[config.mk]
export PLATFORM = sky130hd
export DESIGN_NAME = uart_tx_fifo
export DESIGN_NICKNAME = d
export VERILOG_FILES = /design/src/rtl/uart_tx_fifo_pkg.sv /design/src/rtl/uart_tx_fifo_sync_fifo.sv /design/src/rtl/uart_tx_fifo.sv
export SDC_FILE = /design/constraint.sdc
export NUM_CORES = 1
export LEC_CHECK = 0
export BUFFER_PORTS_ARGS = -buffer_cell sky130_fd_sc_hd__clkbuf_2
export CAP_MARGIN = 20
export CORE_UTILIZATION = 45
export CTS_BUF_LIST = sky130_fd_sc_hd__clkbuf_4 sky130_fd_sc_hd__clkbuf_8
export CTS_CLUSTER_SIZE = 20
export DETAILED_ROUTE_END_ITERATION = 16
export SYNTH_ARGS = -nofsm -noshare
export SYNTH_HDL_FRONTEND = slang
export SYNTH_SLANG_ARGS = --single-unit
[constraint.sdc]
create_clock -name clk -period 3.18 [get_ports clk]
set_clock_uncertainty 0.1 [all_clocks]
set_input_delay 0.318 -clock clk [delete_from_list [all_inputs] [get_ports clk]]
set_output_delay 0.318 -clock clk [all_outputs]
set_load 0.05 [all_outputs]
[src/rtl/uart_tx_fifo_pkg.sv]
// Shared definitions for the UART transmitter slice: FSM state encoding and
// the default baud divisor used by both the host top and the bench.
package uart_tx_fifo_pkg;

    typedef enum logic [1:0] {
        ST_IDLE  = 2'd0,
        ST_START = 2'd1,
        ST_DATA  = 2'd2,
        ST_STOP  = 2'd3
    } tx_state_e;

    // 100 MHz system clock / 115200 baud
    localparam int unsigned CLKS_PER_BIT_DEFAULT = 868;
    localparam int unsigned BAUD_CW              = 16;

endpackage

[src/rtl/uart_tx_fifo_sync_fifo.sv]
// Synchronous show-ahead FIFO with registered count, full/empty and a
// one-cycle overflow pulse for writes dropped while full.
module sync_fifo #(
    parameter int unsigned DW = 8,
    parameter int unsigned AW = 4
) (
    input  logic          clk,
    input  logic          nreset,
    input  logic          push_i,
    input  logic [DW-1:0] din_i,
    input  logic          pop_i,
    output logic [DW-1:0] dout_o,
    output logic          full_o,
    output logic          empty_o,
    output logic          overflow_o,
    output logic [AW:0]   count_o
);

    localparam int unsigned DEPTH = 2**AW;

    logic [DW-1:0] mem_q [DEPTH];
    logic [AW-1:0] wr_ptr_q;
    logic [AW-1:0] rd_ptr_q;
    logic [AW:0]   count_q;
    logic [AW:0]   count_d;
    logic          full_q;
    logic          empty_q;
    logic          overflow_q;
    logic          pop_ok_s;
    logic          push_ok_s;

    // A pop in the same cycle frees a slot, so a write at full still lands.
    assign pop_ok_s  = pop_i & ~empty_q;
    assign push_ok_s = push_i & (~full_q | pop_ok_s);

    // Next occupancy from the accepted push/pop pair.
    always_comb begin
        count_d = count_q;
        case ({push_ok_s, pop_ok_s})
            2'b10:   count_d = count_q + (AW+1)'(1);
            2'b01:   count_d = count_q - (AW+1)'(1);
            default: count_d = count_q;
        endcase
    end

    // Pointers, occupancy and the registered status flags.
    always_ff @(posedge clk or negedge nreset) begin
        if (!nreset) begin
            wr_ptr_q   <= {AW{1'b0}};
            rd_ptr_q   <= {AW{1'b0}};
            count_q    <= {(AW+1){1'b0}};
            full_q     <= 1'b0;
            empty_q    <= 1'b1;
            overflow_q <= 1'b0;
        end else begin
            if (push_ok_s) begin
                wr_ptr_q <= wr_ptr_q + AW'(1);
            end
            if (pop_ok_s) begin
                rd_ptr_q <= rd_ptr_q + AW'(1);
            end
            count_q    <= count_d;
            full_q     <= (count_d == (AW+1)'(DEPTH));
            empty_q    <= (count_d == {(AW+1){1'b0}});
            overflow_q <= push_i & full_q & ~pop_ok_s;
        end
    end

    // Storage array; contents are don't-care until written.
    always_ff @(posedge clk) begin
        if (push_ok_s) begin
            mem_q[wr_ptr_q] <= din_i;
        end
    end

    assign dout_o     = mem_q[rd_ptr_q];
    assign full_o     = full_q;
    assign empty_o    = empty_q;
    assign overflow_o = overflow_q;
    assign count_o    = count_q;

endmodule

[src/rtl/uart_tx_fifo.sv]
// 8N1 UART transmitter fed by a byte FIFO; frames go out back-to-back
// while the FIFO has data, and txd is always driven from a flop.
module uart_tx_fifo
    import uart_tx_fifo_pkg::*;
#(
    parameter int unsigned CLKS_PER_BIT = CLKS_PER_BIT_DEFAULT,
    parameter int unsigned FIFO_AW      = 4
) (
    input  logic       clk,
    input  logic       nreset,
    input  logic       wr,
    input  logic [7:0] data,
    output logic       full,
    output logic       empty,
    output logic       busy,
    output logic       overflow,
    output logic       txd
);

    tx_state_e          state_q;
    logic [BAUD_CW-1:0] baud_q;
    logic [2:0]         bit_q;
    logic [7:0]         shift_q;
    logic               txd_q;
    logic               busy_q;
    logic               baud_last_s;
    logic               has_data_s;
    logic               pop_s;
    logic [7:0]         fifo_dout_s;
    logic [FIFO_AW:0]   fifo_count_s;

    sync_fifo #(
        .DW (8),
        .AW (FIFO_AW)
    ) u_fifo (
        .clk        (clk),
        .nreset     (nreset),
        .push_i     (wr),
        .din_i      (data),
        .pop_i      (pop_s),
        .dout_o     (fifo_dout_s),
        .full_o     (full),
        .empty_o    (empty),
        .overflow_o (overflow),
        .count_o    (fifo_count_s)
    );

    assign baud_last_s = (baud_q == BAUD_CW'(CLKS_PER_BIT - 1));
    assign has_data_s  = (fifo_count_s != {(FIFO_AW+1){1'b0}});
    // Pop from IDLE, or on the final stop cycle to chain the next frame.
    assign pop_s = has_data_s &
                   ((state_q == ST_IDLE) | ((state_q == ST_STOP) & baud_last_s));

    // Transmit FSM with baud counter, bit index, shifter and output flops.
    always_ff @(posedge clk or negedge nreset) begin
        if (!nreset) begin
            state_q <= ST_IDLE;
            baud_q  <= {BAUD_CW{1'b0}};
            bit_q   <= 3'd0;
            shift_q <= 8'h00;
            txd_q   <= 1'b1;
            busy_q  <= 1'b0;
        end else begin
            case (state_q)
                ST_IDLE: begin
                    baud_q <= {BAUD_CW{1'b0}};
                    if (pop_s) begin
                        shift_q <= fifo_dout_s;
                        txd_q   <= 1'b0;
                        busy_q  <= 1'b1;
                        state_q <= ST_START;
                    end else begin
                        txd_q  <= 1'b1;
                        busy_q <= 1'b0;
                    end
                end
                ST_START: begin
                    if (baud_last_s) begin
                        baud_q  <= {BAUD_CW{1'b0}};
                        bit_q   <= 3'd0;
                        txd_q   <= shift_q[0];
                        state_q <= ST_DATA;
                    end else begin
                        baud_q <= baud_q + BAUD_CW'(1);
                    end
                end
                ST_DATA: begin
                    if (baud_last_s) begin
                        baud_q <= {BAUD_CW{1'b0}};
                        if (bit_q == 3'd7) begin
                            txd_q   <= 1'b1;
                            state_q <= ST_STOP;
                        end else begin
                            bit_q   <= bit_q + 3'd1;
                            shift_q <= {1'b0, shift_q[7:1]};
                            txd_q   <= shift_q[1];
                        end
                    end else begin
                        baud_q <= baud_q + BAUD_CW'(1);
                    end
                end
                ST_STOP: begin
                    if (baud_last_s) begin
                        baud_q <= {BAUD_CW{1'b0}};
                        if (pop_s) begin
                            shift_q <= fifo_dout_s;
                            txd_q   <= 1'b0;
                            state_q <= ST_START;
                        end else begin
                            txd_q   <= 1'b1;
                            busy_q  <= 1'b0;
                            state_q <= ST_IDLE;
                        end
                    end else begin
                        baud_q <= baud_q + BAUD_CW'(1);
                    end
                end
                default: begin
                    baud_q  <= {BAUD_CW{1'b0}};
                    txd_q   <= 1'b1;
                    busy_q  <= 1'b0;
                    state_q <= ST_IDLE;
                end
            endcase
        end
    end

    assign txd  = txd_q;
    assign busy = busy_q;

endmodule

==> out/qor.txt, run 1 <==
status -> finished clean
Top FF cell, synth -> edfxtp_1
first-pass GRT wire length -> 23100 µm
layout cells sized above 1 -> 22.7%
GRT Util Overall -> 18.1%
Net Count, Synth -> 486
Clock Power Share -> 21.0%
Crit Path Class -> reg2reg
Yosys warning count -> 0
Chip Width -> 131 µm
Flop pwr share -> 44.2%
P_int -> 4.62 mW
Worst setup EP type -> flip-flop
H-tree levels -> 4
NetSw -> 2.47 mW
clk sinks -> 175
io pins -> 16
Worst-path clk slew -> 0.09 ns
DP Cell Count -> 686
Post-Layout Cell Count -> 723
final RePlAce weighted congestion -> 0.752
pre-CTS WS -> 0.118 ns
Worst Path Arrival -> 3.26 ns
final worst-path cycle share -> 94.5%
Crit Path Max Fanout -> 4
CTS Buf Count -> 17
sequential-to-total area share from yosys stat -> 66.7%
Area Growth Syn to Fin -> 10.8%
Max Slew Vio Count -> 0
final setup vio count -> 0
row cnt -> 46
Overflow after GRT -> 0
PwrDens -> 850 nW/µm²
Net Sw Frac -> 34.8%
vias per cell -> 5.44
Comb pwr share -> 34.8%
f_max -> 333 MHz
overall power -> 7.09 mW
Layout fillers -> 1374
Tmin final -> 3.00 ns
CTS Buffer Depth -> 2
largest net degree at the start of global routing -> 26
root buf cell -> clkbuf_8
Worst EP required -> 3.43 ns
CP Launch Type -> flip-flop
syn avg cell area -> 16.4 µm²
routed via count -> 3934
antenna viol nets, final -> 0
CTS tree -> yes
register area -> 5020 µm²
router iterations before antenna repair -> 4
Port Buffers -> 15
area occupied by multi-input gates -> 2370 µm²
antenna cells -> 0
Worst-Skew Late Latency -> 0.45 ns
Avg WL per Cell -> 19.9 µm
DRC Markers -> 0
post-synth cell types -> 55
Worst-Margin Slew -> 0.648 ns
TNS Setup -> 0 ns
EDFF count, synth -> 128
DRT iter0 DRCs -> 296
Hold Vio Cnt, Final -> 0
max_cap viols -> 0
antenna violations before repair -> 0
DIE AREA -> 17200 µm²
Post-Route WL -> 14400 µm
vias in the first global route -> 4146
final net count -> 522
Yosys reg bits -> 175
Final WS setup -> 0.175 ns
Static Leak -> 3.11 nW
Initial Util -> 46.7%
hold crit path type -> in2reg
Synth Instances -> 459
Worst VDD drop -> 475 µV
FFs w/ async S/R, synth -> 26.9%
DP HPWL -> 9510 µm
Die Y -> 131 µm
Rel. slew slack -> 56.8%
area of the core -> 16100 µm²
synthesized area -> 7530 µm²
[metal layers]
layer  vias up  GRT usage [%]  part of all wire, %
met1      2048           24.9                   48
met3         4           4.09                  1.9
met5         -              0                    0
met2        32           28.9                   49
li1       1850              -                    -
met4         0           5.04                 0.49
[state kept, by name, indices dropped and copies added, names as in the netlist, 2 cells and up]
name / count
baud_q: 16
u_fifo.count_o: 5
u_fifo.wr_ptr_q: 4
u_fifo.rd_ptr_q: 4
shift_q: 8
u_fifo.mem_q: 128
state_q: 2
bit_q: 3
[cells in the final DEF, fill, tap and decap left out, types with 14 or more instances in the layout]
master / synthesis / final
a21oi_1: 16 / 15
and3_1: 16 / 16
buf_4: 1 / 16
clkbuf_2: 0 / 15
clkbuf_8: 0 / 17
dfrtp_1: 45 / 44
edfxtp_1: 128 / 128
inv_1: 19 / 19
mux2i_1: 14 / 14
mux4_2: 26 / 26
nor2_1: 24 / 24
[layout make-up]
type                       instances  area share (%)
clock buffer                      17            2.80
clock inverter                    14            1.75
inverter                          20           0.900
multi-input combinational        248            28.4
sequential                       175            60.2
tap                              216            3.24
timing repair buffer              33            2.70
[path summary, 6_finish.rpt]
kind	slack, ns	end	startpoint	depth (start not counted)
worst min register to register	0.39	bit_q[1]	bit_q[1]	1
worst min-delay path	0.08	u_fifo.overflow_o	wr	2
max in group asynchronous	1.89	u_fifo.rd_ptr_q[0]	nreset	3
worst max register to register	0.18	u_fifo.full_o	baud_q[0]	14
worst max-delay path	0.18	u_fifo.full_o	baud_q[0]	14
min in group asynchronous	0.30	baud_q[5]	nreset	2
[repair_timing]
action,4_1_cts,5_1_grt
hold endpoints to repair,20,0
resized for setup,0,3
hold buffers,1,0
endpoints found under the setup margin,0,2
setup buffers,0,5
[Yosys cell counts (2+ instances only)]
cell type / count / area share, %
o21ai_0: 11 / 0.73
dfrtp_1: 45 / 15
xor2_1: 12 / 1.4
nor4_1: 2 / 0.17
and3_1: 16 / 1.3
mux4_2: 26 / 7.8
nand2_1: 13 / 0.65
and4_1: 3 / 0.35
and2_1: 5 / 0.42
mux2_2: 4 / 0.60
dfstp_2: 2 / 0.70
buf_2: 5 / 0.33
xnor2_1: 12 / 1.4
a21oi_1: 16 / 1.1
mux4_1: 7 / 2.4
nor2_1: 24 / 1.2
nor2b_1: 3 / 0.25
mux2i_1: 14 / 1.9
ha_1: 16 / 2.7
nor3_1: 6 / 0.40
nand3_1: 13 / 0.86
edfxtp_1: 128 / 51
or2_2: 3 / 0.25
a21o_1: 3 / 0.30
a211oi_1: 6 / 0.60
nand2b_1: 2 / 0.17
clkbuf_1: 6 / 0.30
a211o_1: 2 / 0.23
nand4_1: 2 / 0.17
inv_1: 19 / 0.95
o22ai_1: 8 / 0.66
buf_6: 2 / 0.30
[through the flow]
step	instance area [µm²]	util, %	hold WS (ns)
final	8340	51.8	0.0838
after global routing	8340	51.8	0.0591
after CTS	8290	51.5	0.0574
after detailed placement	7900	49.0	0.247
after global placement	7900	49.0	0.240
after floorplan	7570	-	-0.0776
[power by group through the flow]
stage               registers, mW  clock network, mW  logic, mW
finish                       3.13               1.49       2.46
global route                 3.18               1.61       2.72
CTS                          3.14               1.53       2.45
detailed placement           3.18                  0       2.44
global placement             3.16                  0       2.40
floorplan                    3.13                  0       1.85
[logic make-up after synthesis]
kind of cell / count (synthesis) / synth area share (%)
AOI/OAI and AO/OA: 56 / 5.00
xor gates and xnor gates: 24 / 2.79
adders and majority gates: 16 / 2.66
buffers and inverters: 36 / 2.34
DFF: 175 / 66.7
muxes: 53 / 13.0
and+or+nand+nor: 99 / 7.45
[worst max-delay path: stages, from the launching register on]
cell and delay [ns]:
dfrtp_1 0.41, ha_4 0.17, nor4b_4 0.23, and4_4 0.32, o211ai_4 0.10, a21boi_2 0.16
inv_1 0.08, ha_2 0.20, xor2_1 0.16, ha_2 0.21, nand2b_1 0.07, o2111ai_1 0.10
o21ai_1 0.10, xor2_1 0.27, nor4bb_1 0.23
(Power assumes the default switching activity.)
==> inputs of run 2 (changes only) <==
- PLACE_DENSITY_LB_ADDON: not set -> 0.12
- RECOVER_POWER: not set -> 50
==> run 2 against run 1 <==
  * The flow now finishes with violations (capacitance limit, slew limit)
  * Global-route usage rose by 0.10 points
  * Fmax decreased by 0.27%
  * Total power rose by 1.1%
  * First-iteration DRC count shrank 26%
  * Combinational power hardly changed
  * Core utilization is 0.28 points higher
  * Highest routed layer unchanged
==> out/qor.txt, run 2 (synthesis gave the netlist of run 1 again) <==
Static Leak -> 3.09 nW (-0.57%)
Hold Path Depth -> 2 (unchanged)
max_cap viols -> 1 (+1)
Worst-path clk slew -> 0.10 ns (about the same)
DP Cell Count -> 687 (+0.15%)
antenna cells -> 0 (unchanged)
clk sinks -> 175 (unchanged)
Tmin final -> 3.01 ns (+0.00816 ns)
area of the core -> 16100 µm² (unchanged)
Largest Register -> u_fifo.mem_q
Max Slew Vio Count -> 30 (+30)
DP HPWL -> 9550 µm (+0.43%)
DRT iter0 DRCs -> 219 (-26%)
overall power -> 7.17 mW (+1.1%)
Worst setup EP type -> flip-flop
Area Growth Syn to Fin -> 11.4%
router iterations before antenna repair -> 5 (+1)
CTS Buf Count -> 17 (unchanged)
crit-path cells -> ha_4, nor4b_4, and4_4, o211ai_4, a21boi_2, inv_2, ha_4, xor2_2, ha_2, a211oi_2, o21ai_2, xor2_2, nor4bb_2
Crit Path Class -> reg2reg
DRC Markers -> 0 (unchanged)
largest net degree at the start of global routing -> 30 (+15%)
final setup vio count -> 0 (unchanged)
CP max stage delay -> 0.42 ns (about the same)
first-pass GRT wire length -> 22900 µm (-0.84%)
row cnt -> 46 (unchanged)
Worst VDD drop -> 426 µV (-10%)
most frequent cells in the layout -> edfxtp_1, dfrtp_1, mux4_2
worst r2r dst -> u_fifo.full_o
Initial Util -> 46.7% (unchanged)
reg2reg start -> baud_q[0]
Fin Hold WS -> 0.0643 ns (-0.0195 ns)
failing checks -> capacitance limit, slew limit
H-tree levels -> 4 (unchanged)
hold path start -> wr
TNS Setup -> 0 ns (unchanged)
root buf cell -> clkbuf_8
RSZ-0062 raised after global routing -> false
layout cells sized above 1 -> 21.7% (-0.96 points)
io pins -> 16 (unchanged)
Overflow after GRT -> 0 (unchanged)
FF-to-FF setup slack -> 0.17 ns (about the same)
vias in the first global route -> 3960 (-4.5%)
antenna viol nets, final -> 0 (unchanged)
antenna violations before repair -> 0 (unchanged)
vias per cell -> 5.40 (-0.78%)
Die Y -> 131 µm (unchanged)
largest registers -> u_fifo.mem_q x128, baud_q x16, shift_q x8
Hold Crit Endpoint -> u_fifo.overflow_o
critical path's slowest cell -> dfrtp_1
Final WS setup -> 0.167 ns (-0.00816 ns)
Port Buffers -> 15 (unchanged)
Avg WL per Cell -> 20.3 µm (+2.1%)
PwrDens -> 854 nW/µm² (+0.56%)
Crit Path Max Fanout -> 4 (unchanged)
commonest non-fill, non-tap cell in the layout -> edfxtp_1
status -> finished, violations left
Chip Width -> 131 µm (unchanged)
final RePlAce weighted congestion -> 0.811 (+7.8%)
r2r worst-path depth -> 13 (-1)
Worst EP required -> 3.43 ns (about the same)
Worst-Margin Slew -> 1.67 ns (+1.03 ns)
f_max -> 332 MHz (-0.27%)
GRT Util Overall -> 18.2% (+0.10 points)
CP Launch Type -> flip-flop
DIE AREA -> 17200 µm² (unchanged)
final net count -> 526 (+0.77%)
Hold Vio Cnt, Final -> 0 (unchanged)
Post-Route WL -> 14700 µm (+2.7%)
pre-CTS WS -> 0.0853 ns (-0.0322 ns)
Worst Path Arrival -> 3.26 ns (about the same)
hold crit path type -> in2reg
CTS Buffer Depth -> 2 (unchanged)
CTS tree -> yes
Post-Layout Cell Count -> 727 (+0.55%)
routed via count -> 3925 (-0.23%)
Worst-Skew Late Latency -> 0.45 ns (about the same)
Layout fillers -> 1348 (-1.9%)
final worst-path cycle share -> 94.7% (+0.26 points)
Rel. slew slack -> -11.6% (-68 points)
Largest register FFs -> 128 (unchanged)
-- run 2: area by class of cell --
cell class              instances  area [µm²]  share of cell area, %
flip-flops and latches        175        5020                   59.9
well taps                     216         270                   3.22
clock buffers                  18         241                   2.88
multi-input cells             248        2400                   28.6
repair buffers                 37         239                   2.85
inverters                      20        75.1                  0.895
clock inverters                13         138                   1.64
-- run 2: per-layer routing --
metal | global-route usage (%) | vias to the layer above | share of wire, %
li1 | - | 1845 | -
met1 | 25.9 | 2012 | 49
met2 | 28.1 | 64 | 48
met3 | 4.28 | 4 | 3.3
met4 | 4.65 | 0 | 0.52
met5 | 0 | - | 0
-- run 2: repair_timing --
item | 4_1_cts | 5_1_grt
setup buffers | 0 | 8
endpoints found under the setup margin | 0 | 2
resized for setup | 0 | 9
endpoints found under the hold margin | 26 | 0
hold buffers | 1 | 0
-- run 2: worst max-delay path by stage --
stage	start	to	slack (ns)	cells past startpoint
2_1_floorplan	baud_q[0]	u_fifo.empty_o	0.0008	15
3_3_place_gp	baud_q[0]	u_fifo.empty_o	0.18	14
3_5_place_dp	baud_q[0]	u_fifo.full_o	0.09	14
4_1_cts	baud_q[0]	u_fifo.full_o	0.03	14
5_1_grt	baud_q[0]	u_fifo.full_o	0.0004	14
6_report	baud_q[0]	u_fifo.full_o	0.17	13
-- run 2: per-stage QoR --
stage / cell area, µm² / util (%)
3_5_place_dp: 7910 / 49.1
3_3_place_gp: 7910 / 49.1
2_1_floorplan: 7570 / -
5_1_grt: 8390 / 52.0
4_1_cts: 8300 / 51.5
6_report: 8390 / 52.0
-- run 2: worst max-delay path: cells and delay by family (launching register included) --
family,cells,cell delay [ns]
AOI/OAI and AO/OA,4,0.61
xor gates and xnor gates,2,0.38
and+or+nand+nor,3,0.76
buffers and inverters,1,0.07
adders and majority gates,3,0.56
DFF,1,0.42
-- run 2: power breakdown --
group / switching, mW / internal [mW] / total (mW) / leakage [nW]
Sequential: 0.337 / 2.84 / 3.17 / 1.75
Clock: 0.797 / 0.708 / 1.51 / 0.188
Combinational: 1.31 / 1.17 / 2.49 / 1.15
